File: config.mk
export PLATFORM = sky130hd
export DESIGN_NAME = pixel_denormalizer
export DESIGN_NICKNAME = d
export VERILOG_FILES = /design/src/rtl/pixel_denormalizer.sv
export SDC_FILE = /design/constraint.sdc
export NUM_CORES = 1
export LEC_CHECK = 0
export BUFFER_PORTS_ARGS = -buffer_cell sky130_fd_sc_hd__buf_2
export CAP_MARGIN = 30
export CORE_MARGIN = 4
export CORE_UTILIZATION = 50
export DETAILED_ROUTE_END_ITERATION = 8
export PLACE_DENSITY = 0.73
export SLEW_MARGIN = 20
export SYNTH_ARGS = -nofsm -noshare
export SYNTH_HDL_FRONTEND = slang
export SYNTH_SLANG_ARGS = --single-unit
export TNS_END_PERCENT = 20
File: constraint.sdc
create_clock -name clk -period 5.3 [get_ports clk]
set_input_delay 1.06 -clock clk [delete_from_list [all_inputs] [get_ports clk]]
set_output_delay 1.06 -clock clk [all_outputs]
set_load 0.02 [all_outputs]
File: src/rtl/pixel_denormalizer.sv
// Pixel denormalizer: clamps signed fixed-point activations to [0,1]
// and rescales them to 8-bit pixels, with frame tagging and clip counters.
// Ports: clk, rst (sync, active-high)
//   s_valid/s_ready/s_data : fixed-point sample input
//   m_valid/m_ready/m_data/m_last : pixel output, m_last on final pixel
//   sat_hi_cnt/sat_lo_cnt : sticky saturating counts of clipped inputs
module pixel_denormalizer #(
  parameter int IN_W         = 16,
  parameter int FRAC_BITS    = 8,
  parameter int FRAME_PIXELS = 784,
  parameter int CNT_W        = 16
) (
  input  logic             clk,
  input  logic             rst,
  input  logic             s_valid,
  output logic             s_ready,
  input  logic [IN_W-1:0]  s_data,
  output logic             m_valid,
  input  logic             m_ready,
  output logic [7:0]       m_data,
  output logic             m_last,
  output logic [CNT_W-1:0] sat_hi_cnt,
  output logic [CNT_W-1:0] sat_lo_cnt
);

  localparam int IDX_W = $clog2(FRAME_PIXELS);
  localparam int PW    = FRAC_BITS + 8;

  localparam logic [IN_W-1:0]  ONE  = IN_W'(1) << FRAC_BITS;
  localparam logic [PW-1:0]    HALF = PW'(1) << (FRAC_BITS - 1);
  localparam logic [IDX_W-1:0] LAST = IDX_W'(FRAME_PIXELS - 1);

  logic             en;
  logic             xfer;
  logic             lo_n;
  logic             hi_n;
  logic [PW-1:0]    s_lo;
  logic [PW-1:0]    prod_n;
  logic [7:0]       pix;

  logic             v1;
  logic             lo1;
  logic             hi1;
  logic             last1;
  logic [PW-1:0]    prod1;
  logic [IDX_W-1:0] idx;

  assign en      = !m_valid || m_ready;
  assign s_ready = en;
  assign xfer    = s_valid && en;

  assign lo_n = s_data[IN_W-1];
  assign hi_n = !lo_n && (s_data > ONE);

  // In-range values are <= ONE, so x*255 fits in
  // FRAC_BITS+8 bits; only the low bits are kept.
  assign s_lo   = PW'(s_data);
  assign prod_n = (s_lo << 8) - s_lo;

  always_comb begin
    pix = 8'd0;
    unique case (1'b1)
      lo1:     pix = 8'd0;
      hi1:     pix = 8'd255;
      default: pix = 8'((prod1 + HALF) >> FRAC_BITS);
    endcase
  end

  always_ff @(posedge clk) begin
    if (rst) begin
      v1         <= 1'b0;
      lo1        <= 1'b0;
      hi1        <= 1'b0;
      last1      <= 1'b0;
      prod1      <= '0;
      idx        <= '0;
      m_valid    <= 1'b0;
      m_data     <= 8'd0;
      m_last     <= 1'b0;
      sat_hi_cnt <= '0;
      sat_lo_cnt <= '0;
    end else begin
      if (en) begin
        v1      <= s_valid;
        m_valid <= v1;
        if (s_valid) begin
          lo1   <= lo_n;
          hi1   <= hi_n;
          prod1 <= prod_n;
          last1 <= (idx == LAST);
        end
        if (v1) begin
          m_data <= pix;
          m_last <= last1;
        end
      end
      if (xfer) begin
        idx <= (idx == LAST) ? '0 : idx + IDX_W'(1);
        if (hi_n && sat_hi_cnt != '1)
          sat_hi_cnt <= sat_hi_cnt + CNT_W'(1);
        if (lo_n && sat_lo_cnt != '1)
          sat_lo_cnt <= sat_lo_cnt + CNT_W'(1);
      end
    end
  end

endmodule

==> run summary <==
status: complete, no violations
maximum vdd drop: 149 uV
post-synthesis average cell area: 8.66 um2
post-route cell area: 4080 um2
Worst setup startpoint: m_ready
reg2reg end: sat_hi_cnt[11]$_SDFFE_PP0P_
clk slew on worst S/H paths: 70 ps
die area: 8500 um2
clk sink count: 65
clock network power share: 38.1%
clock skew: 9.12 ps
Synth cell types: 67
PortBufs: 62
final wirelength: 7.97 mm
CP dominant cell by count: buf_2
first-pass GRT wire length: 13.3 mm
hold_buf cts: 0
Reg power frac: 49.7%
Routed Antenna Nets: 0
htree depth: 3
Skew-Pair Late Insertion Delay: 340 ps
vias in the first global route: 2891
RSZ-0062 raised after global routing: false
placer's final routability congestion estimate: 0.813
initial antenna violation count: 0
Final Max Slew Viols: 0
period utilization: 58.3%
CTS tree: yes
Sw Share: 26.8%
die width: 92.2 um
FF-to-FF setup slack: 2810 ps
hold path cells: 2
vias per inst: 5.67
number of DRC markers in iteration 0: 235
Initial Utilization: 51.8%
switching pwr: 0.000281 W
Leak: 1.63 nW
Top FF cell, synth: dfxtp_1
sequential share of the synthesized area: 36.7%
crit path cell chain: buf_2 -> nor2b_1 -> inv_8 -> buf_2
largest net degree at the start of global routing: 57
ys async rst share: 0%
DR WL/cell: 14.0 um
worst setup path endpoint: s_ready
final hold vios: 0
GRT overflow: 0
Period minus WS final: 3090 ps
I/O Pins: 63
TritonRoute pass-1 iters: 4
clock buffer depth: 2
# diodes: 0
PD cells: 257 nW/um2
Cell Area, Synth: 3540 um2
core box area: 6830 um2
Cells after Synth: 409
NumNets Final: 499
fin util: 59.7%
R2R depth: 6
Filler cells: 667
total CTS buffers: 9
layout cell share with drive strength beyond 1: 21.0%
post-synthesis register bit count: 65
die height: 92.2 um
Overall Global Routing Usage: 19.1%
post-CTS sizing: 0
Vias: 3218
number of synthesized flops with an enable pin: 0
placed cell area: 3870 um2
Yosys warnings: 0
Worst-Margin Slew: 861 ps
crit path DAT: 2030 ps
DRC viols: 0
data required time of the worst path: 4240 ps
Reg2Reg Launch Point: sat_hi_cnt[0]$_SDFFE_PP0P_
# setup viols final: 0
CP startpoint kind: primary input
Int Power: 0.000768 W
crit-path max cell delay: 600 ps
Final HPWL DP: 5.84 mm
maxcap violations: 0
Pwr Total: 0.00105 W
Logic pwr share: 12.2%
crit end category: primary output
setup TNS: 0 ps
Layout area overhead: 15.0%
Crit-path slowest cell: nor2b_1
FP Rows: 30
Post-Syn Nets: 440
root buffer cell: clkbuf_8
Rel. slew slack: 41.8%
crit path kind: primary input to primary output
fmax: 0.323 GHz
Post-CTS Setup Bufs: 0
Hold WC Path Type: register to register
crit path max fanout: 8
-- worst max-delay path: cells and delay by family --
kind | cells | cell delay [ps]
AND/OR/NAND/NOR | 1 | 600
buffers and inverters | 3 | 360
-- logic make-up (layout without fill, tap and decap cells) --
family | after synthesis | count (layout) | synth area share [%]
AOI/OAI and AO/OA | 80 | 80 | 15.8
and+or+nand+nor | 188 | 188 | 29.9
buffers and inverters | 31 | 94 | 4.77
DFF | 65 | 65 | 36.7
xor gates and xnor gates | 28 | 28 | 6.92
muxes | 6 | 6 | 2.01
adders and majority gates | 11 | 11 | 3.89
-- synthesized netlist by cell type, drive strengths merged, types with 2 or more instances --
cell type	instances	area [um2]
inv	16	67.6
or3	7	50.1
nand4	12	75.1
a311oi	2	17.5
nand2	28	113
and3	7	45.1
buf	6	67.6
a31oi	3	18.8
a211o	3	35.0
and4bb	2	25.0
a211oi	6	45.0
and4	4	35.0
or4	12	93.8
nand3	26	130
dfxtp	65	1300
nand4b	2	17.5
or2	2	12.5
nor2b	6	37.5
nor4	4	46.3
a31o	2	17.5
o22ai	3	18.8
nor2	45	171
mux2i	3	30.0
nor4b	6	52.6
mux2	3	41.3
o211ai	3	22.5
o31ai	9	81.3
ha	11	138
xnor2	14	123
o2111ai	2	17.5
nor3b	3	22.5
a41o	2	20.0
nor3	14	75.1
o41ai	2	17.5
o21ai	7	35.0
clkbuf	9	33.8
xor2	14	123
and2	4	25.0
a21o	2	15.0
a21oi	29	149
-- per-layer routing --
layer / part of all wire (%) / track usage (%) / vias up / routed length (um)
met3: 5.5 / 6.40 / 6 / 439
met2: 47 / 30.2 / 69 / 3730
met4: 0.55 / 5.57 / 0 / 44
met1: 47 / 24.7 / 1509 / 3760
met5: 0 / 0 / - / 0
li1: - / - / 1634 / -
-- power by group through the flow --
| stage | Clock [W] | Combinational, W | Sequential [W] |
|---|---|---|---|
| final | 0.000400 | 0.000128 | 0.000522 |
| after global routing | 0.000429 | 0.000143 | 0.000524 |
| after CTS | 0.000410 | 0.000126 | 0.000522 |
| after detailed placement | 0 | 0.000125 | 0.000533 |
| after global placement | 0 | 0.000123 | 0.000532 |
| after floorplan | 0 | 0.0000860 | 0.000537 |
-- through the flow --
step / setup slack, ps / cells / hold slack, ps
2_1_floorplan: 2670 / 409 / 436
3_3_place_gp: 2240 / 552 / 448
3_5_place_dp: 2190 / 552 / 456
4_1_cts: 2200 / 567 / 465
5_1_grt: 2160 / 568 / 489
6_report: 2210 / 568 / 460
-- cell type report --
cell class / instances / area [um2] / share of cell area, %
clock buffers: 9 / 124 / 3.04
clock inverters: 6 / 60.1 / 1.47
inverters: 16 / 67.6 / 1.66
multi-input cells: 313 / 2070 / 50.8
flip-flops and latches: 65 / 1300 / 31.9
well taps: 96 / 120 / 2.95
repair buffers: 63 / 330 / 8.11
-- worst min-delay path by stage --
stage                                   from                 end  slack [ps]
after floorplan           last1$_SDFFE_PP0P_  last1$_SDFFE_PP0P_         440
after global placement    last1$_SDFFE_PP0P_  last1$_SDFFE_PP0P_         450
after detailed placement  last1$_SDFFE_PP0P_  last1$_SDFFE_PP0P_         460
after CTS                 last1$_SDFFE_PP0P_  last1$_SDFFE_PP0P_         470
after global routing      last1$_SDFFE_PP0P_  last1$_SDFFE_PP0P_         490
final                     last1$_SDFFE_PP0P_  last1$_SDFFE_PP0P_         460
-- registers in the layout, summed over array words and instances, names as in the netlist --
signal / cells
prod1: 9
m_last: 1
v1: 1
hi1: 1
last1: 1
m_valid: 1
sat_hi_cnt: 16
sat_lo_cnt: 16
idx: 10
lo1: 1
m_data: 8
-- placed cells by master, fill, tap and decap left out, types with 3 or more instances in the layout --
| master | synthesis | final |
|---|---|---|
| dfxtp_1 | 65 | 65 |
| buf_2 | 0 | 62 |
| nor2_1 | 44 | 44 |
| a21oi_1 | 28 | 28 |
| nand2_1 | 27 | 27 |
| nand3_1 | 26 | 26 |
| inv_1 | 15 | 15 |
| xor2_1 | 14 | 14 |
| xnor2_1 | 14 | 14 |
| nor3_1 | 13 | 13 |
| nand4_1 | 12 | 12 |
| or4_1 | 11 | 11 |
| ha_1 | 11 | 11 |
| clkbuf_8 | 0 | 9 |
| o31ai_1 | 8 | 8 |
| nor2b_1 | 6 | 6 |
| and3_1 | 6 | 6 |
| nor4b_1 | 6 | 6 |
| a211oi_1 | 6 | 6 |
| o21ai_0 | 5 | 5 |
| or3_1 | 5 | 5 |
| and4_1 | 4 | 4 |
| and2_1 | 4 | 4 |
| a31oi_1 | 3 | 3 |
| nor3b_1 | 3 | 3 |
| o22ai_1 | 3 | 3 |
| o211ai_1 | 3 | 3 |
| mux2i_1 | 3 | 3 |
| clkinv_2 | 0 | 3 |
Power figures use the tool's default switching activity.
